==> src/rtl/completion_arbiter_pkg.sv <==
// Shared types and sizing for the FU completion arbiter: record layout, FU indices
// and the round-robin index helper.
package completion_arbiter_pkg;

    localparam int N_REQ  = 3;
    localparam int DEPTH  = 2;
    localparam int PREG_W = 7;
    localparam int TAG_W  = 5;
    localparam int GID_W  = 2;

    localparam int FU_ALU = 0;
    localparam int FU_BR  = 1;
    localparam int FU_LSU = 2;

    typedef struct packed {
        logic [PREG_W-1:0] preg;
        logic              has_dest;
        logic [TAG_W-1:0]  rob_tag;
    } cmpl_req_t;

    // Requester index `off` positions above `base`, wrapping at N_REQ (both inputs < N_REQ).
    function automatic logic [GID_W-1:0] rr_index(input logic [GID_W-1:0] base, input int off);
        int s;
        s = int'(base) + off;
        if (s >= N_REQ) s = s - N_REQ;
        return GID_W'(s);
    endfunction

endpackage

==> src/rtl/completion_arbiter_if.sv <==
// FU-side completion requests and arbiter-side ROB/PRF outputs bundled as one interface.
interface completion_arbiter_if;
    import completion_arbiter_pkg::*;

    // req_valid[i]/req_ready[i]: a record transfers on a clock edge where both are high;
    // while valid is high and ready is low the FU holds req_data[i] stable.
    logic [N_REQ-1:0]            req_valid;
    cmpl_req_t [N_REQ-1:0]       req_data;
    logic [N_REQ-1:0]            req_ready;
    logic                        mispredict;
    logic                        cmpl_valid;
    logic [TAG_W-1:0]            cmpl_rob_tag;
    logic                        wakeup_valid;
    logic [PREG_W-1:0]           wakeup_preg;
    logic [GID_W-1:0]            grant_id;
    logic [GID_W-1:0]            rr_ptr;

    modport master (
        output req_valid, req_data, mispredict,
        input  req_ready, cmpl_valid, cmpl_rob_tag, wakeup_valid, wakeup_preg, grant_id, rr_ptr
    );

    modport slave (
        input  req_valid, req_data, mispredict,
        output req_ready, cmpl_valid, cmpl_rob_tag, wakeup_valid, wakeup_preg, grant_id, rr_ptr
    );

endinterface

==> src/rtl/completion_arbiter_cmpl_fifo.sv <==
// Small circular FIFO holding one FU's pending completion records; flush empties it in one cycle.
module cmpl_fifo #(
    parameter type T     = logic [7:0],
    parameter int  DEPTH = 2
) (
    input  logic clk,
    input  logic reset,
    input  logic flush,
    input  logic push,
    input  T     din,
    input  logic pop,
    output T     dout,
    output logic full,
    output logic empty
);

    localparam int PTR_W = (DEPTH > 1) ? $clog2(DEPTH) : 1;
    localparam int CNT_W = $clog2(DEPTH + 1);

    T                 mem_q [DEPTH];
    logic [PTR_W-1:0] rd_ptr_q, rd_ptr_d;
    logic [PTR_W-1:0] wr_ptr_q, wr_ptr_d;
    logic [CNT_W-1:0] count_q, count_d;

    // Pointers wrap naturally because DEPTH is a power of two.
    always_comb begin
        rd_ptr_d = rd_ptr_q;
        wr_ptr_d = wr_ptr_q;
        count_d  = count_q;
        if (flush) begin
            rd_ptr_d = '0;
            wr_ptr_d = '0;
            count_d  = '0;
        end else begin
            if (push) wr_ptr_d = wr_ptr_q + PTR_W'(1);
            if (pop)  rd_ptr_d = rd_ptr_q + PTR_W'(1);
            count_d = count_q + CNT_W'(push) - CNT_W'(pop);
        end
    end

    always_ff @(posedge clk) begin
        if (!reset) begin
            rd_ptr_q <= '0;
            wr_ptr_q <= '0;
            count_q  <= '0;
        end else begin
            rd_ptr_q <= rd_ptr_d;
            wr_ptr_q <= wr_ptr_d;
            count_q  <= count_d;
        end
    end

    always_ff @(posedge clk) begin
        if (reset && !flush && push) mem_q[wr_ptr_q] <= din;
    end

    assign dout  = mem_q[rd_ptr_q];
    assign full  = (count_q == CNT_W'(DEPTH));
    assign empty = (count_q == '0);

endmodule

==> src/rtl/completion_arbiter.sv <==
// Round-robin sharing of the ROB completion and PRF wakeup ports among the ALU, BR and LSU
// queues; one registered grant per cycle, mispredict flushes every queue.
module completion_arbiter
    import completion_arbiter_pkg::*;
(
    input  logic                 clk,
    input  logic                 reset,
    completion_arbiter_if.slave  bus
);

    logic [N_REQ-1:0] fifo_full, fifo_empty, push, pop, ready;
    cmpl_req_t        head [N_REQ];
    cmpl_req_t        gnt_rec;

    logic             grant_vld;
    logic [GID_W-1:0] grant_idx;
    logic             wake;

    logic             cmpl_valid_q, cmpl_valid_d;
    logic [TAG_W-1:0] cmpl_rob_tag_q, cmpl_rob_tag_d;
    logic             wakeup_valid_q, wakeup_valid_d;
    logic [PREG_W-1:0] wakeup_preg_q, wakeup_preg_d;
    logic [GID_W-1:0] grant_id_q, grant_id_d;
    logic [GID_W-1:0] rr_ptr_q, rr_ptr_d;

    generate
        for (genvar i = 0; i < N_REQ; i++) begin : g_q
            assign ready[i] = reset && !fifo_full[i] && !bus.mispredict;
            assign push[i]  = bus.req_valid[i] && ready[i];
            assign pop[i]   = grant_vld && (grant_idx == GID_W'(i));

            cmpl_fifo #(.T(cmpl_req_t), .DEPTH(DEPTH)) u_fifo (
                .clk   (clk),
                .reset (reset),
                .flush (bus.mispredict),
                .push  (push[i]),
                .din   (bus.req_data[i]),
                .pop   (pop[i]),
                .dout  (head[i]),
                .full  (fifo_full[i]),
                .empty (fifo_empty[i])
            );
        end
    endgenerate

    // Eligibility uses pre-push occupancy, so a record is never granted on its push edge.
    always_comb begin
        grant_vld = 1'b0;
        grant_idx = rr_ptr_q;
        if (!bus.mispredict) begin
            for (int k = 0; k < N_REQ; k++) begin
                if (!grant_vld && !fifo_empty[rr_index(rr_ptr_q, k)]) begin
                    grant_vld = 1'b1;
                    grant_idx = rr_index(rr_ptr_q, k);
                end
            end
        end
    end

    assign gnt_rec = head[grant_idx];
    assign wake    = gnt_rec.has_dest && (gnt_rec.preg != '0);

    always_comb begin
        cmpl_valid_d   = grant_vld;
        wakeup_valid_d = 1'b0;
        cmpl_rob_tag_d = cmpl_rob_tag_q;
        wakeup_preg_d  = wakeup_preg_q;
        grant_id_d     = grant_id_q;
        rr_ptr_d       = rr_ptr_q;
        if (grant_vld) begin
            cmpl_rob_tag_d = gnt_rec.rob_tag;
            grant_id_d     = grant_idx;
            wakeup_valid_d = wake;
            wakeup_preg_d  = wake ? gnt_rec.preg : '0;
            rr_ptr_d       = rr_index(grant_idx, 1);
        end
    end

    always_ff @(posedge clk) begin
        if (!reset) begin
            cmpl_valid_q   <= 1'b0;
            cmpl_rob_tag_q <= '0;
            wakeup_valid_q <= 1'b0;
            wakeup_preg_q  <= '0;
            grant_id_q     <= '0;
            rr_ptr_q       <= '0;
        end else begin
            cmpl_valid_q   <= cmpl_valid_d;
            cmpl_rob_tag_q <= cmpl_rob_tag_d;
            wakeup_valid_q <= wakeup_valid_d;
            wakeup_preg_q  <= wakeup_preg_d;
            grant_id_q     <= grant_id_d;
            rr_ptr_q       <= rr_ptr_d;
        end
    end

    assign bus.req_ready    = ready;
    assign bus.cmpl_valid   = cmpl_valid_q;
    assign bus.cmpl_rob_tag = cmpl_rob_tag_q;
    assign bus.wakeup_valid = wakeup_valid_q;
    assign bus.wakeup_preg  = wakeup_preg_q;
    assign bus.grant_id     = grant_id_q;
    assign bus.rr_ptr       = rr_ptr_q;

endmodule

==> src/flat_wrapper.sv <==
// flat-port wrapper written by rule: the top's interface ports become plain ports
module completion_arbiter_flat import completion_arbiter_pkg::*;
  (clk, reset, bus_req_valid, bus_req_data, bus_mispredict, bus_req_ready, bus_cmpl_valid, bus_cmpl_rob_tag, bus_wakeup_valid, bus_wakeup_preg, bus_grant_id, bus_rr_ptr);
  completion_arbiter_if bus_i ();
  input  logic clk;
  input  logic reset;
  input wire logic [$bits(bus_i.req_valid)-1:0] bus_req_valid;
  input wire logic [$bits(bus_i.req_data)-1:0] bus_req_data;
  input wire logic [$bits(bus_i.mispredict)-1:0] bus_mispredict;
  output wire logic [$bits(bus_i.req_ready)-1:0] bus_req_ready;
  output wire logic [$bits(bus_i.cmpl_valid)-1:0] bus_cmpl_valid;
  output wire logic [$bits(bus_i.cmpl_rob_tag)-1:0] bus_cmpl_rob_tag;
  output wire logic [$bits(bus_i.wakeup_valid)-1:0] bus_wakeup_valid;
  output wire logic [$bits(bus_i.wakeup_preg)-1:0] bus_wakeup_preg;
  output wire logic [$bits(bus_i.grant_id)-1:0] bus_grant_id;
  output wire logic [$bits(bus_i.rr_ptr)-1:0] bus_rr_ptr;
  assign bus_i.req_valid = bus_req_valid;
  assign bus_i.req_data = bus_req_data;
  assign bus_i.mispredict = bus_mispredict;
  assign bus_req_ready = bus_i.req_ready;
  assign bus_cmpl_valid = bus_i.cmpl_valid;
  assign bus_cmpl_rob_tag = bus_i.cmpl_rob_tag;
  assign bus_wakeup_valid = bus_i.wakeup_valid;
  assign bus_wakeup_preg = bus_i.wakeup_preg;
  assign bus_grant_id = bus_i.grant_id;
  assign bus_rr_ptr = bus_i.rr_ptr;
  completion_arbiter u_core (.clk(clk), .reset(reset), .bus(bus_i));
endmodule
==> config.mk <==
export PLATFORM = sky130hd
export DESIGN_NAME = completion_arbiter_flat
export DESIGN_NICKNAME = d
export VERILOG_FILES = /design/src/rtl/completion_arbiter_pkg.sv /design/src/rtl/completion_arbiter_if.sv /design/src/rtl/completion_arbiter_cmpl_fifo.sv /design/src/rtl/completion_arbiter.sv /design/src/flat_wrapper.sv
export SDC_FILE = /design/constraint.sdc
export NUM_CORES = 1
export LEC_CHECK = 0
export CORE_AREA = 2 2 115 117
export DETAILED_ROUTE_END_ITERATION = 7
export DIE_AREA = 0 0 117 119
export DONT_BUFFER_PORTS = 1
export REMOVE_ABC_BUFFERS = 1
export SYNTH_ARGS = -nofsm -noshare
export SYNTH_HDL_FRONTEND = slang
export SYNTH_HIERARCHICAL = 1
export SYNTH_SLANG_ARGS = --single-unit
==> constraint.sdc <==
create_clock -name clk -period 3.6 [get_ports clk]
set_input_delay 0.72 -clock clk [delete_from_list [all_inputs] [get_ports clk]]
set_output_delay 0.72 -clock clk [all_outputs]
set_load 0.02 [all_outputs]
==> results.yml <==
timing:
  finalWorstSetupSlack_ns: 0.2550
  hold_ws_ns: 0.4678
  skew_ns: 0.01068
  setup_violations: 0
  slew_violations: 0
  worst_pin_slew_ns: 0.7724
  fin_crit_sh_pct: 92.92
  fin_crit_ns: 3.345
  max_slew_margin_pct: 48.44
  fmax_mhz: 299.0
  final_hold_viol_count: 0
cells_and_area:
  fin_area_sq_um: 5503
  drive_gt1_share_pct: 20.54
  areaGrowthSynthToFinish_pct: 10.06
  diodes: 0
  stdcell_count: 546
  final_nets: 420
  fillCellCount: 1213
global_routing:
  first_global_vias: 2867
  grt_pass1_wl_um: 15280
  antenna_found_initial: 0
  overflow: 0
  grt_usage_pct: 14.50
  grt_max_degree: 25
clock_network:
  htreeDepth: 3
  cts-root-buf: "clkbuf_16"
  numCtsBuffers: 9
  cts_buffer_depth: 2
  cts_hold_buf: 0
  clk-insertion-delay-late_ns: 0.34
  cts_tree: "built"
  postCtsSetupBuffers: 0
  clk_pin_slew_worst_paths_ns: 0.08
  clock_sinks: 111
synth:
  ys_warn_count: 6
  synthTopCellsByArea: "edfxtp_1 (47%), dfxtp_1 (13%), mux2_4 (9.0%)"
  synth_edf_count: 78
  yosysTopAreaCell: "edfxtp_1"
  synth_cell_types: 51
  synth.avg_cell_area_sq_um: 14.04
  seq_area_frac_synth_pct: 60.06
  yosys.area.top_type_share_pct: 46.85
  syn-instance-count: 356
  netlist_area_sq_um: 5000
  ys_ff_latch: 111
  ys.flop_type: "edfxtp_1"
  async_flop_share_pct: 0
power:
  p_switching_mw: 1.945
  p_clk_share_pct: 18.8
  seqPwrFrac_pct: 35.3
  swShare_pct: 39.24
  p_leak_nw: 1.973
  power_density_nw_per_um2: 901.0
  pwr-share-comb_pct: 45.9
  internal-power_mw: 3.013
  p_total_mw: 4.958
  ir_drop_v: 0.0003830
placed_design:
  dp.cells: 530
  portBuffers: 0
  hpwl_um: 7085
  dp_slack_ns: 0.1728
  placed_cell_area_sq_um: 5218
  globalplace.congestion: 0.7421
drt:
  first_pass_iters: 4
  vias: 2708
  vias_per_cell: 4.960
  ant_nets: 0
  drc: 0
  wirelength_um: 9617
  wire_per_inst_um: 17.61
  drtIter0Drc: 130
floorplanning:
  io_pins: 66
  coreArea_sq_um: 12870
  start_util_pct: 38.83
  die_x_um: 117
  num_rows: 42
  dieArea_sq_um: 13920
  fp.dieH_um: 119
outcome:
  status: "complete, no violations"
worst_setup_path:
  critical_path.max_stage_delay_ns: 0.49
  critical_path_class: "flip-flop to flip-flop"
  end_kind: "flip-flop"
  critPathLaunchType: "flip-flop"
  cp_max_fo: 9
  rrSetupSlack_ns: 0.26
  critical_path.cell_chain: "inv_1, ha_1, mux2i_1, o21ai_0, or4_4, a31o_2, nor3_2, ha_1, inv_1, ha_1, xnor3_1, nor2_1"
  required_ns: 3.87
  cpMaxStageDelayCell: "or4_4"
  arrival_ns: 3.61
  cpMostUsedCell: "ha_1"
worst_hold_path:
  hold_class: "input pin to flip-flop"
job:
  cap_viol_max_count: 0
## critical path, delay by kind of cell, from the launching register on
kind | cells | cell delay (ns)
muxes | 1 | 0.31
adders and majority gates | 3 | 0.78
DFF | 1 | 0.38
AOI/OAI and AO/OA | 2 | 0.51
and+or+nand+nor | 3 | 0.86
buffers and inverters | 2 | 0.24
xor gates and xnor gates | 1 | 0.21
## state kept, by name, summed over array words and instances (netlist names), named ones only
signal,count
u_core/g_q.u_fifo/mem_q,78
u_core/bus.cmpl_rob_tag,5
u_core/g_q.u_fifo/wr_ptr_q,3
u_core/bus.grant_id,2
u_core/bus.rr_ptr,2
u_core/bus.wakeup_preg,7
u_core/bus.cmpl_valid,1
u_core/g_q.u_fifo/rd_ptr_q,3
u_core/g_q.u_fifo/count_q,6
u_core/bus.wakeup_valid,1
## per-layer routing
layer / vias up / track usage [%] / part of all wire, %
met5: - / 0 / 0
met4: 0 / 4.044 / 1.1
met1: 1314 / 17.36 / 42
met3: 9 / 4.936 / 6.1
li1: 1331 / - / -
met2: 54 / 24.67 / 51
## synthesized netlist by cell type (2+ instances only)
master / instances
nand3_1: 10
mux2_1: 3
dfxtp_1: 33
nor2b_1: 5
nor3_1: 3
nor3b_1: 6
mux2_4: 30
o31ai_1: 2
a21o_1: 2
o2bb2ai_2: 2
nand2_1: 21
and2_1: 5
nor4_1: 2
and4b_1: 3
a21boi_0: 2
buf_6: 6
a221o_1: 2
mux2_2: 8
a21boi_1: 8
inv_1: 11
ha_1: 10
xnor2_1: 6
a21oi_1: 4
xnor3_1: 3
o2bb2ai_1: 6
a211oi_1: 3
nand3b_1: 2
nor2_1: 34
nand2b_1: 5
clkbuf_1: 4
buf_2: 2
edfxtp_1: 78
o21ai_0: 4
mux2i_1: 14
## stage by stage
| step | TNS (ns) | util, % |
|---|---|---|
| after floorplan | 0 | - |
| after global placement | 0 | 40.52 |
| after detailed placement | 0 | 40.52 |
| after CTS | 0 | 42.70 |
| after global routing | -0.03447 | 42.74 |
| final | 0 | 42.74 |
## timing repair
| action | CTS | global route |
|---|---|---|
| endpoints found under the setup margin | 0 | 1 |
| endpoints found under the hold margin | 0 | 0 |
| resized for setup | 0 | 1 |
## power groups by stage
stage | clock network, mW | registers, mW | logic [mW]
after floorplan | 0 | 1.75 | 1.73
after global placement | 0 | 1.79 | 2.21
after detailed placement | 0 | 1.79 | 2.25
after CTS | 0.955 | 1.76 | 2.26
after global routing | 0.996 | 1.78 | 2.53
final | 0.932 | 1.75 | 2.27
## final cells by class
cell class,instances,area [sq um],share of cell area (%)
repair buffers,11,82.58,1.501
flip-flops and latches,111,3003,54.57
clock buffers,10,229.0,4.161
well taps,176,220.2,4.002
clock inverters,6,51.30,0.9322
inverters,12,45.04,0.8186
multi-input cells,220,1872,34.02
## final timing paths
check                                      from                          endpoint  cells past startpoint
setup / recovery           u_core/bus.rr_ptr[0]   u_core/g_q[0].u_fifo/count_q[1]                     12
hold / removal                 bus_req_data[26]  u_core/g_q[2].u_fifo/mem_q[0][0]                      0
setup reg to reg           u_core/bus.rr_ptr[0]   u_core/g_q[0].u_fifo/count_q[1]                     12
hold reg to reg   u_core/g_q[2].u_fifo/rd_ptr_q     u_core/g_q[2].u_fifo/rd_ptr_q                      2
## cell families after synthesis
| kind of cell | share of synthesized area [%] |
|---|---|
| xor gates and xnor gates | 2.578 |
| buffers and inverters | 2.903 |
| muxes | 14.29 |
| and+or+nand+nor | 9.960 |
| DFF | 60.06 |
| AOI/OAI and AO/OA | 7.708 |
| adders and majority gates | 2.503 |
## cell usage in the layout, fill, tap and decap left out, types with 3 or more instances in the layout
master | netlist | layout
and4b_1 | 3 | 3
a21oi_1 | 4 | 4
mux2_1 | 3 | 3
inv_1 | 11 | 11
a21boi_1 | 8 | 8
mux2_4 | 30 | 30
nand3_1 | 10 | 10
xnor2_1 | 6 | 6
mux2_2 | 8 | 8
edfxtp_1 | 78 | 78
nand2b_1 | 5 | 5
dfxtp_1 | 33 | 33
xnor3_1 | 3 | 3
mux2i_1 | 14 | 14
a211oi_1 | 3 | 3
nand2_1 | 21 | 21
ha_1 | 10 | 10
nor3b_2 | 0 | 3
buf_4 | 1 | 11
nor2_1 | 34 | 34
o21ai_0 | 4 | 4
and2_1 | 5 | 5
nor2b_1 | 5 | 5
nor3b_1 | 6 | 3
clkbuf_16 | 0 | 9
o2bb2ai_1 | 6 | 6
Note: power is estimated with default switching activity, not from simulation.
